<file path="src/rtl/mem_access_ctrl_if.sv">
// Data-RAM request/acknowledge port shared by the MEM-stage sequencer (master) and the RAM (slave).
interface mem_access_ctrl_if;
    localparam int unsigned ADDR_W = 32;
    localparam int unsigned DATA_W = 32;
    localparam int unsigned STRB_W = DATA_W / 8;

    logic                dram_req_o;
    logic                dram_we_o;
    logic [ADDR_W-1:0]   dram_addr_o;
    logic [DATA_W-1:0]   dram_wdata_o;
    logic [STRB_W-1:0]   dram_wstrb_o;
    logic                dram_ack_i;
    logic [DATA_W-1:0]   dram_rdata_i;

    modport master (
        output dram_req_o, dram_we_o, dram_addr_o, dram_wdata_o, dram_wstrb_o,
        input  dram_ack_i, dram_rdata_i
    );

    modport slave (
        input  dram_req_o, dram_we_o, dram_addr_o, dram_wdata_o, dram_wstrb_o,
        output dram_ack_i, dram_rdata_i
    );
endinterface

</file>
<file path="src/rtl/mem_access_ctrl.sv">
// MEM-stage load/store sequencer: one blocking data-RAM transaction per memory op,
// load extension and store lane replication, with pipeline stall and exception reporting.
module mem_access_ctrl #(
    parameter int unsigned TIMEOUT_CYCLES = 255
) (
    input  logic        clk,
    input  logic        rst,
    input  logic        mem_req_i,
    input  logic        mem_we_i,
    input  logic [2:0]  funct3_i,
    input  logic [31:0] addr_i,
    input  logic [31:0] store_data_i,
    input  logic [4:0]  rd_addr_i,
    input  logic        wreg_i,
    input  logic [31:0] wdata_i,
    mem_access_ctrl_if.master dram,
    output logic        stall_req_o,
    output logic [4:0]  rd_addr_o,
    output logic        wreg_o,
    output logic [31:0] wdata_o,
    output logic [4:0]  mem_back_rd_addr_o,
    output logic        mem_back_wreg_o,
    output logic [31:0] mem_back_wdata_o,
    output logic [1:0]  mem_exc_o
);
    localparam int unsigned CNT_W = 8;

    localparam logic [1:0] EXC_NONE    = 2'b00;
    localparam logic [1:0] EXC_MISALGN = 2'b01;
    localparam logic [1:0] EXC_TIMEOUT = 2'b10;
    localparam logic [1:0] EXC_ILLEGAL = 2'b11;

    typedef enum logic [1:0] {IDLE, REQ, DONE} state_t;

    state_t             state_q;
    logic [CNT_W-1:0]   cnt_q;
    logic [29:0]        waddr_q;
    logic               we_q;
    logic [3:0]         wstrb_q;
    logic [31:0]        wdata_q;
    logic [2:0]         f3_q;
    logic [1:0]         lane_q;
    logic               req_q;
    logic               tmo_q;
    logic [31:0]        ld_data_q;

    logic               f3_legal_c;
    logic               misaligned_c;
    logic               start_c;
    logic [31:0]        st_wdata_c;
    logic [3:0]         st_wstrb_c;
    logic [7:0]         ld_byte_c;
    logic [15:0]        ld_half_c;
    logic [31:0]        ld_fmt_c;

    // Legality and alignment of the incoming op; funct3 legality wins over alignment.
    always_comb begin
        f3_legal_c   = 1'b0;
        misaligned_c = 1'b0;
        if (mem_we_i)
            f3_legal_c = (funct3_i == 3'b000) || (funct3_i == 3'b001) || (funct3_i == 3'b010);
        else
            f3_legal_c = (funct3_i == 3'b000) || (funct3_i == 3'b001) || (funct3_i == 3'b010) ||
                         (funct3_i == 3'b100) || (funct3_i == 3'b101);
        case (funct3_i[1:0])
            2'b01:   misaligned_c = addr_i[0];
            2'b10:   misaligned_c = (addr_i[1:0] != 2'b00);
            default: misaligned_c = 1'b0;
        endcase
        start_c = mem_req_i && f3_legal_c && !misaligned_c;
    end

    // Store lane replication and byte strobes.
    always_comb begin
        st_wdata_c = store_data_i;
        st_wstrb_c = 4'b1111;
        case (funct3_i[1:0])
            2'b00: begin
                st_wdata_c = {4{store_data_i[7:0]}};
                st_wstrb_c = 4'b0001 << addr_i[1:0];
            end
            2'b01: begin
                st_wdata_c = {2{store_data_i[15:0]}};
                st_wstrb_c = 4'b0011 << addr_i[1:0];
            end
            default: begin
                st_wdata_c = store_data_i;
                st_wstrb_c = 4'b1111;
            end
        endcase
    end

    // Load byte/halfword selection and extension from the latched width code and lane.
    always_comb begin
        ld_byte_c = 8'(dram.dram_rdata_i >> {lane_q, 3'b000});
        ld_half_c = lane_q[1] ? dram.dram_rdata_i[31:16] : dram.dram_rdata_i[15:0];
        case (f3_q)
            3'b000:  ld_fmt_c = {{24{ld_byte_c[7]}}, ld_byte_c};
            3'b001:  ld_fmt_c = {{16{ld_half_c[15]}}, ld_half_c};
            3'b100:  ld_fmt_c = {24'h0, ld_byte_c};
            3'b101:  ld_fmt_c = {16'h0, ld_half_c};
            default: ld_fmt_c = dram.dram_rdata_i;
        endcase
    end

    always_ff @(posedge clk or negedge rst) begin
        if (!rst) begin
            state_q   <= IDLE;
            cnt_q     <= '0;
            waddr_q   <= '0;
            we_q      <= 1'b0;
            wstrb_q   <= 4'b0000;
            wdata_q   <= '0;
            f3_q      <= 3'b000;
            lane_q    <= 2'b00;
            req_q     <= 1'b0;
            tmo_q     <= 1'b0;
            ld_data_q <= '0;
        end else begin
            case (state_q)
                IDLE: begin
                    if (start_c) begin
                        waddr_q <= addr_i[31:2];
                        we_q    <= mem_we_i;
                        wstrb_q <= mem_we_i ? st_wstrb_c : 4'b0000;
                        wdata_q <= st_wdata_c;
                        f3_q    <= funct3_i;
                        lane_q  <= addr_i[1:0];
                        cnt_q   <= '0;
                        tmo_q   <= 1'b0;
                        req_q   <= 1'b1;
                        state_q <= REQ;
                    end
                end
                REQ: begin
                    cnt_q <= cnt_q + 1'b1;
                    if (dram.dram_ack_i) begin
                        ld_data_q <= ld_fmt_c;
                        req_q     <= 1'b0;
                        state_q   <= DONE;
                    end else if (cnt_q == CNT_W'(TIMEOUT_CYCLES)) begin
                        tmo_q   <= 1'b1;
                        req_q   <= 1'b0;
                        state_q <= DONE;
                    end
                end
                DONE:    state_q <= IDLE;
                default: state_q <= IDLE;
            endcase
        end
    end

    assign dram.dram_req_o   = req_q;
    assign dram.dram_we_o    = we_q;
    assign dram.dram_addr_o  = {waddr_q, 2'b00};
    assign dram.dram_wdata_o = wdata_q;
    assign dram.dram_wstrb_o = wstrb_q;

    // Write-back view: passthrough in IDLE, suppressed while stalled or on exceptions.
    always_comb begin
        stall_req_o = 1'b0;
        rd_addr_o   = rd_addr_i;
        wreg_o      = 1'b0;
        wdata_o     = wdata_i;
        mem_exc_o   = EXC_NONE;
        if (rst) begin
            case (state_q)
                IDLE: begin
                    if (!mem_req_i)
                        wreg_o = wreg_i;
                    else if (!f3_legal_c)
                        mem_exc_o = EXC_ILLEGAL;
                    else if (misaligned_c)
                        mem_exc_o = EXC_MISALGN;
                    else
                        stall_req_o = 1'b1;
                end
                REQ: stall_req_o = 1'b1;
                DONE: begin
                    if (tmo_q) begin
                        mem_exc_o = EXC_TIMEOUT;
                    end else if (!we_q) begin
                        wreg_o  = wreg_i;
                        wdata_o = ld_data_q;
                    end
                end
                default: stall_req_o = 1'b0;
            endcase
        end
    end

    assign mem_back_rd_addr_o = rd_addr_o;
    assign mem_back_wreg_o    = wreg_o;
    assign mem_back_wdata_o   = wdata_o;
endmodule

</file>
<file path="src/flat_wrapper.sv">
// flat-port wrapper written by rule: the top's interface ports become plain ports
module mem_access_ctrl_flat 
#(
    parameter int unsigned TIMEOUT_CYCLES = 255
)
  (clk, rst, mem_req_i, mem_we_i, funct3_i, addr_i, store_data_i, rd_addr_i, wreg_i, wdata_i, stall_req_o, rd_addr_o, wreg_o, wdata_o, mem_back_rd_addr_o, mem_back_wreg_o, mem_back_wdata_o, mem_exc_o, dram_dram_req_o, dram_dram_we_o, dram_dram_addr_o, dram_dram_wdata_o, dram_dram_wstrb_o, dram_dram_ack_i, dram_dram_rdata_i);
  mem_access_ctrl_if dram_i ();
  input  logic clk;
  input  logic rst;
  input  logic mem_req_i;
  input  logic mem_we_i;
  input  logic [2:0] funct3_i;
  input  logic [31:0] addr_i;
  input  logic [31:0] store_data_i;
  input  logic [4:0] rd_addr_i;
  input  logic wreg_i;
  input  logic [31:0] wdata_i;
  output logic stall_req_o;
  output logic [4:0] rd_addr_o;
  output logic wreg_o;
  output logic [31:0] wdata_o;
  output logic [4:0] mem_back_rd_addr_o;
  output logic mem_back_wreg_o;
  output logic [31:0] mem_back_wdata_o;
  output logic [1:0] mem_exc_o;
  output wire logic [$bits(dram_i.dram_req_o)-1:0] dram_dram_req_o;
  output wire logic [$bits(dram_i.dram_we_o)-1:0] dram_dram_we_o;
  output wire logic [$bits(dram_i.dram_addr_o)-1:0] dram_dram_addr_o;
  output wire logic [$bits(dram_i.dram_wdata_o)-1:0] dram_dram_wdata_o;
  output wire logic [$bits(dram_i.dram_wstrb_o)-1:0] dram_dram_wstrb_o;
  input wire logic [$bits(dram_i.dram_ack_i)-1:0] dram_dram_ack_i;
  input wire logic [$bits(dram_i.dram_rdata_i)-1:0] dram_dram_rdata_i;
  assign dram_dram_req_o = dram_i.dram_req_o;
  assign dram_dram_we_o = dram_i.dram_we_o;
  assign dram_dram_addr_o = dram_i.dram_addr_o;
  assign dram_dram_wdata_o = dram_i.dram_wdata_o;
  assign dram_dram_wstrb_o = dram_i.dram_wstrb_o;
  assign dram_i.dram_ack_i = dram_dram_ack_i;
  assign dram_i.dram_rdata_i = dram_dram_rdata_i;
  mem_access_ctrl #(.TIMEOUT_CYCLES(TIMEOUT_CYCLES)) u_core (.clk(clk), .rst(rst), .mem_req_i(mem_req_i), .mem_we_i(mem_we_i), .funct3_i(funct3_i), .addr_i(addr_i), .store_data_i(store_data_i), .rd_addr_i(rd_addr_i), .wreg_i(wreg_i), .wdata_i(wdata_i), .dram(dram_i), .stall_req_o(stall_req_o), .rd_addr_o(rd_addr_o), .wreg_o(wreg_o), .wdata_o(wdata_o), .mem_back_rd_addr_o(mem_back_rd_addr_o), .mem_back_wreg_o(mem_back_wreg_o), .mem_back_wdata_o(mem_back_wdata_o), .mem_exc_o(mem_exc_o));
endmodule
</file>
<file path="config.mk">
export PLATFORM = sky130hd
export DESIGN_NAME = mem_access_ctrl_flat
export DESIGN_NICKNAME = d
export VERILOG_FILES = /design/src/rtl/mem_access_ctrl_if.sv /design/src/rtl/mem_access_ctrl.sv /design/src/flat_wrapper.sv
export SDC_FILE = /design/constraint.sdc
export NUM_CORES = 1
export LEC_CHECK = 0
export ABC_AREA = 1
export CAP_MARGIN = 5
export CORE_ASPECT_RATIO = 0.6
export CORE_MARGIN = 8
export CORE_UTILIZATION = 39
export DETAILED_ROUTE_END_ITERATION = 10
export PLACE_DENSITY = 0.78
export SYNTH_ARGS = -nofsm -noshare
export SYNTH_HDL_FRONTEND = slang
export SYNTH_SLANG_ARGS = --single-unit
</file>
<file path="constraint.sdc">
create_clock -name clk -period 2.2 [get_ports clk]
set_input_delay 0.44 -clock clk [delete_from_list [all_inputs] [get_ports clk]]
set_output_delay 0.44 -clock clk [all_outputs]
set_load 0.01 [all_outputs]
</file>
== Yosys cells after proc, flatten, opt, wreduce, memory -nomap -nowiden ==
Index checks and enable logic that the tools add are counted.
Word-level totals
  output and inout bits: 149
  register bits after elaboration: 116
  word-level logic and storage cells: 91
Cells by class
  shift-type cells: 3
  add/sub/neg operators: 1
  multiplexer cells: 41
  equality and inequality tests: 16
  reductions and logical operators: 19
Operators by type and width (count)
  $mux W32: 4
  $pmux W32 S4: 1
  $pmux W32 S2: 1
  $shr A32 B5 Y8: 1
  $mux W1: 16
  $mux W16: 1
  $pmux W8 S2: 1
  $mux W2: 7
  $eq A3 B3 Y1 const B: 4
  $pmux W1 S2: 5
  $add A8 B1 Y8 const B: 1
  $eq A8 B8 Y1 const B: 1
  $mux W8: 1
  $pmux W2 S2: 2
  $pmux W4 S2: 1
  $reduce_and A2 Y1: 4
  $eq A3 B1 Y1 const B: 2
  $logic_not A3 Y1: 2
  $eq A2 B1 Y1 const B: 2
  $eq A2 B2 Y1 const B: 2
  $logic_not A2 Y1: 2
  $logic_or A1 B1 Y1: 4
  $mux W4: 1
  $ne A2 B1 Y1 const B: 2
  other kinds (10): 12

== Longest topological paths before layout ==
  word-level depth: 10
  gate-level depth with buffers: 14
  gate-level depth less buffers: 11

== Least setup slack after synthesis ==
No wires, ideal clock.
  path type: in2out
  start: in funct3_i[1]
  end: out stall_req_o
  path slack: -0.228 ns
  stages on the path: 11
  buffers on the path: 4
  arrival time: 1.988 ns
  required time: 1.760 ns
  path through: buf_2 clkinv_1 ha_1 buf_6 nand2_1 nand2_1 nand2_1 nand3_2 buf_6 buf_4 a21boi_1
Between the ends
  longest elaborated chain between the ends: 10
  elaborated cells between the ends (all ways): 18
  those cells by class: 6 x eq/ne; 7 x mux; 5 x reduce/logical
RTL lines
  from (decl): RTL line flat_wrapper.sv:12  | input logic [2:0] funct3_i;
  $eq A3 B1 Y1 / $logic_not A3 Y1 (equally long branches): RTL line mem_access_ctrl.sv:61, mem_access_ctrl.sv:63
  $logic_or A1 B1 Y1 (2 in a row): RTL line mem_access_ctrl.sv:61, mem_access_ctrl.sv:63
  $logic_or A1 B1 Y1: RTL line mem_access_ctrl.sv:63  | f3_legal_c = (funct3_i == 3'b000) || (funct3_i == 3'b001) || (funct3_i == 3'b010) ||
  $logic_or A1 B1 Y1: RTL line mem_access_ctrl.sv:64  | (funct3_i == 3'b100) || (funct3_i == 3'b101);
  $mux W1: RTL line mem_access_ctrl.sv:60  | if (mem_we_i)
  $mux W1 *: RTL line mem_access_ctrl.sv:171  | else if (!f3_legal_c)
  $mux W1 *: RTL line mem_access_ctrl.sv:169  | if (!mem_req_i)
  $pmux W1 S2 *: RTL line mem_access_ctrl.sv:167  | case (state_q)
  $mux W1 *: RTL line mem_access_ctrl.sv:166  | if (rst) begin
  to (decl): RTL line flat_wrapper.sv:18  | output logic stall_req_o;
Every way passes the cells marked *; elsewhere a longest branch is shown, timed or not.

== Worst setup path in the final report ==
  start: reg u_core.state_q[0]
  end: out wdata_o[11]
Between the ends
  longest elaborated chain between the ends: 3
RTL lines
  from (decl): RTL line mem_access_ctrl.sv:35  | state_t state_q;
  from (signal assigned): RTL line mem_access_ctrl.sv:108  | state_q <= IDLE;
  from (signal assigned): RTL line mem_access_ctrl.sv:132  | state_q <= REQ;
  from (signal assigned): RTL line mem_access_ctrl.sv:140  | state_q <= DONE;
  $eq A2 B2 Y1: RTL line mem_access_ctrl.sv:167
  $mux W32: RTL line mem_access_ctrl.sv:167
  $mux W32: RTL line mem_access_ctrl.sv:166
  to (decl): RTL line flat_wrapper.sv:21  | output logic [31:0] wdata_o;
No other way between the ends.

==> metrics <==
clock transition at the registers of the reported paths=0.06 ns; share of final-layout standard cells stronger than drive strength 1=20.6%; period utilization=103%; combinational family with the most area after synthesis=simple AND/OR/NAND/NOR gates; number of enable-type register cells in the synthesized netlist=0; arrival time of data at the critical path endpoint=1.83 ns; mux cell area share after synthesis=1.71%; max_slew headroom=46.0%; pin count of the biggest net entering global routing=65; CP peak stage delay=0.39 ns; sequential cell area=2900 µm²; area leader, netlist=sky130_fd_sc_hd__dfrtp_1; Synth top cells by count=sky130_fd_sc_hd__nand2_1 (331), sky130_fd_sc_hd__dfrtp_1 (116), sky130_fd_sc_hd__inv_1 (73); CTS Hold Bufs=0; final std cells w/o fill=1379; number of sinks driven by the clock tree=116; worst supply voltage drop on vdd=571 µV; Cells after Synth=886; standard cell core area=16400 µm²; proportion of register bits with asynchronous set or reset after synthesis=100%; Synth Area in Simple Gates=28.2%; Critical Setup Path Class=reg -> out; Yosys reg bits=116; TritonCTS clock tree=yes; depth of the CTS H-tree=4; Die H=117 µm; dominant synthesized flop cell=sky130_fd_sc_hd__dfrtp_1; placed cells=1336; number of clock buffers inserted by TritonCTS=17; maximum fanout along the worst path=7; Required @ worst endpoint=1.76 ns; total of endpoints with negative setup slack in the final report=36; global-route usage over all layers=20.7%; power density relative to cell area=990 nW/µm²; Clock Tree Buf Depth=2; warnings from Yosys=0; synthesized area divided by synthesized cell count=7.42 µm²; run status=finished, violations left; Worst Skew=0.00967 ns; x dimension of the die=184 µm; violations in the final reports=setup timing; First-pass DRT Iterations=5; setup repair after global routing missed its margin=yes; std cell rows=36; Starting Density=40.2%; time the worst path needs with I/O delays and setup=2.27 ns; # nets final=1283; transition time at the pin with the least slew margin=0.810 ns; share of the synthesized area in the top cell type=44.1%; dominant cell by count in the synthesized netlist=sky130_fd_sc_hd__nand2_1; Post-DRT Antenna Nets=0; area of the mapped netlist=6580 µm²; standard cell area after detailed placement=9320 µm²; startpoint type of the worst setup path=flip-flop; initial antenna violation count=1; leakage dissipation=5.07 nW; synthesized-area fraction occupied by adder cells=0.761%; sequential share of the synthesized area=44.1%; capturing element type of the critical path=output pin; total area of multi-input combinational cells=2900 µm²; final setup slack of the worst path=-0.0654 ns; overall power of the completed layout=9.92 mW; die outline area=21400 µm²; drt initial violations=478; via count of the first global-routing pass=6581; routed wire length per instance=16.9 µm; wire length of the first global-routing pass=35.3 mm; MaxCap Viol Count=0; number of failing hold endpoints at the final stage=0; FILL cells=1467; fmax=0.441 GHz; final hold slack=0.344 ns; Synth Area in Compound Gates=10.9%; Syn-to-layout area delta=52.3%; num ports=291; via/cell ratio=4.83; number of buffer cells added on primary ports=273; parity-gate share of the synthesized area counting xor and xnor cells=0%; cell at the root of the clock tree=sky130_fd_sc_hd__clkbuf_16; final wirelength=23.4 mm; vias after detailed routing=6654; number of distinct library cells after synthesis=30; min-delay worst type=in -> async; post-layout instance area=10000 µm²; final count of pins violating max slew=0; cell repeated most along the worst path=sky130_fd_sc_hd__inv_2; leading cell types by total area after synthesis=sky130_fd_sc_hd__dfrtp_1 (44%), sky130_fd_sc_hd__nand2_1 (19%), sky130_fd_sc_hd__buf_4 (6.3%); cell-by-cell listing of the critical path=inv_2, nand2_2, inv_2, nand3_4, buf_12, clkbuf_16, mux2_4, buf_6; RD Place Congestion=0.854; grt ovf=0; setup total negative slack=-1.35 ns; Critical-path top delay cell=sky130_fd_sc_hd__dfrtp_1; HPWL after detailed placement=17.2 mm; DR DRC count=0; clock network latency to the later pin of the worst-skew pair=0.39 ns
==> cells by family (layout without fill, tap and decap cells) <==
logic type | Yosys count | after routing
other | 1 | 3
AND/OR/NAND/NOR | 446 | 446
multiplexers | 10 | 10
buffers and inverters | 167 | 430
AO/OA/AOI/OAI | 142 | 142
adder cells (fa/ha/maj) | 4 | 4
flip-flops | 116 | 116
==> per-layer routing <==
| layer | routed length [µm] | vias up | GRT usage [%] |
|---|---|---|---|
| li1 | - | 3251 | - |
| met1 | 10300 | 3099 | 26.6 |
| met2 | 10600 | 284 | 33.3 |
| met3 | 2290 | 18 | 7.67 |
| met4 | 205 | 2 | 3.99 |
| met5 | 13 | - | 0 |
==> cell type report <==
cell class	instances	share of cell area, %
timing repair buffer	320	30.0
sequential	116	29.0
multi-input combinational	604	28.9
clock buffer	18	4.38
inverter	78	3.02
tap	228	2.85
clock inverter	14	1.77
antenna	1	0.0250
==> critical path, delay by kind of cell (launching register included) <==
family	cells	cell delay, ns
AND/OR/NAND/NOR	2	0.13
multiplexers	1	0.31
flip-flops	1	0.39
buffers and inverters	5	0.60
==> layout by cell type (no fill, tap or decap), types with 3 or more instances in the layout <==
| master | n |
|---|---|
| sky130_fd_sc_hd__buf_12 | 6 |
| sky130_fd_sc_hd__a21oi_1 | 61 |
| sky130_fd_sc_hd__buf_2 | 46 |
| sky130_fd_sc_hd__mux2_2 | 5 |
| sky130_fd_sc_hd__dfrtp_1 | 116 |
| sky130_fd_sc_hd__clkbuf_2 | 9 |
| sky130_fd_sc_hd__mux2_4 | 5 |
| sky130_fd_sc_hd__dlygate4sd2_1 | 3 |
| sky130_fd_sc_hd__o21ai_1 | 36 |
| sky130_fd_sc_hd__bufinv_16 | 3 |
| sky130_fd_sc_hd__inv_6 | 3 |
| sky130_fd_sc_hd__clkdlybuf4s50_1 | 201 |
| sky130_fd_sc_hd__clkbuf_16 | 21 |
| sky130_fd_sc_hd__nand2_2 | 47 |
| sky130_fd_sc_hd__ha_1 | 4 |
| sky130_fd_sc_hd__o21ai_0 | 23 |
| sky130_fd_sc_hd__buf_6 | 13 |
| sky130_fd_sc_hd__inv_1 | 72 |
| sky130_fd_sc_hd__o21ai_2 | 17 |
| sky130_fd_sc_hd__buf_4 | 35 |
| sky130_fd_sc_hd__nand2_1 | 318 |
| sky130_fd_sc_hd__nor2_1 | 26 |
| sky130_fd_sc_hd__nand3_1 | 46 |
| sky130_fd_sc_hd__clkinv_4 | 7 |
| sky130_fd_sc_hd__inv_2 | 4 |
==> path summary, 6_finish.rpt <==
path / from / endpoint / slack (ns) / depth (start not counted)
max reg2reg: u_core.f3_q[1] / u_core.ld_data_q[20] / 0.30 / 7
max: u_core.state_q[0] / wdata_o[11] / -0.07 / 8
min in group clk: funct3_i[1] / u_core.f3_q[1] / 0.42 / 4
max in group asynchronous: rst / u_core.waddr_q[8] / 1.27 / 3
min reg2reg: u_core.dram.dram_req_o / u_core.dram.dram_req_o / 0.47 / 2
min: rst / u_core.state_q[0] / 0.34 / 3
==> stage by stage <==
step | util, % | setup WS [ns]
floorplan | - | 0.00892
global placement | 57.0 | -0.600
detailed placement | 57.0 | -0.624
CTS | 60.1 | -0.171
global route | 61.3 | -0.134
finish | 61.3 | -0.0654
==> repair_timing <==
item | CTS | global route
endpoints found under the setup margin | 118 | 61
setup buffers | 0 | 4
resized for setup | 268 | 91
cloned | 2 | 4
pin swaps | 2 | 1
==> sequential cells by signal, indices dropped and copies added, names as in the netlist, 2 cells and up <==
signal	count
u_core.dram.dram_wdata_o	32
u_core.ld_data_q	32
u_core.waddr_q	30
u_core.cnt_q	8
u_core.dram.dram_wstrb_o	4
u_core.f3_q	3
u_core.lane_q	2
u_core.state_q	2
==> power breakdown <==
part,switching (mW),internal [mW],total [mW]
combinational,1.91,1.73,3.64
clock,1.03,1.83,2.86
sequential,0.513,2.90,3.42
total,3.46,6.46,9.92
Note: power is estimated with default switching activity, not from simulation.
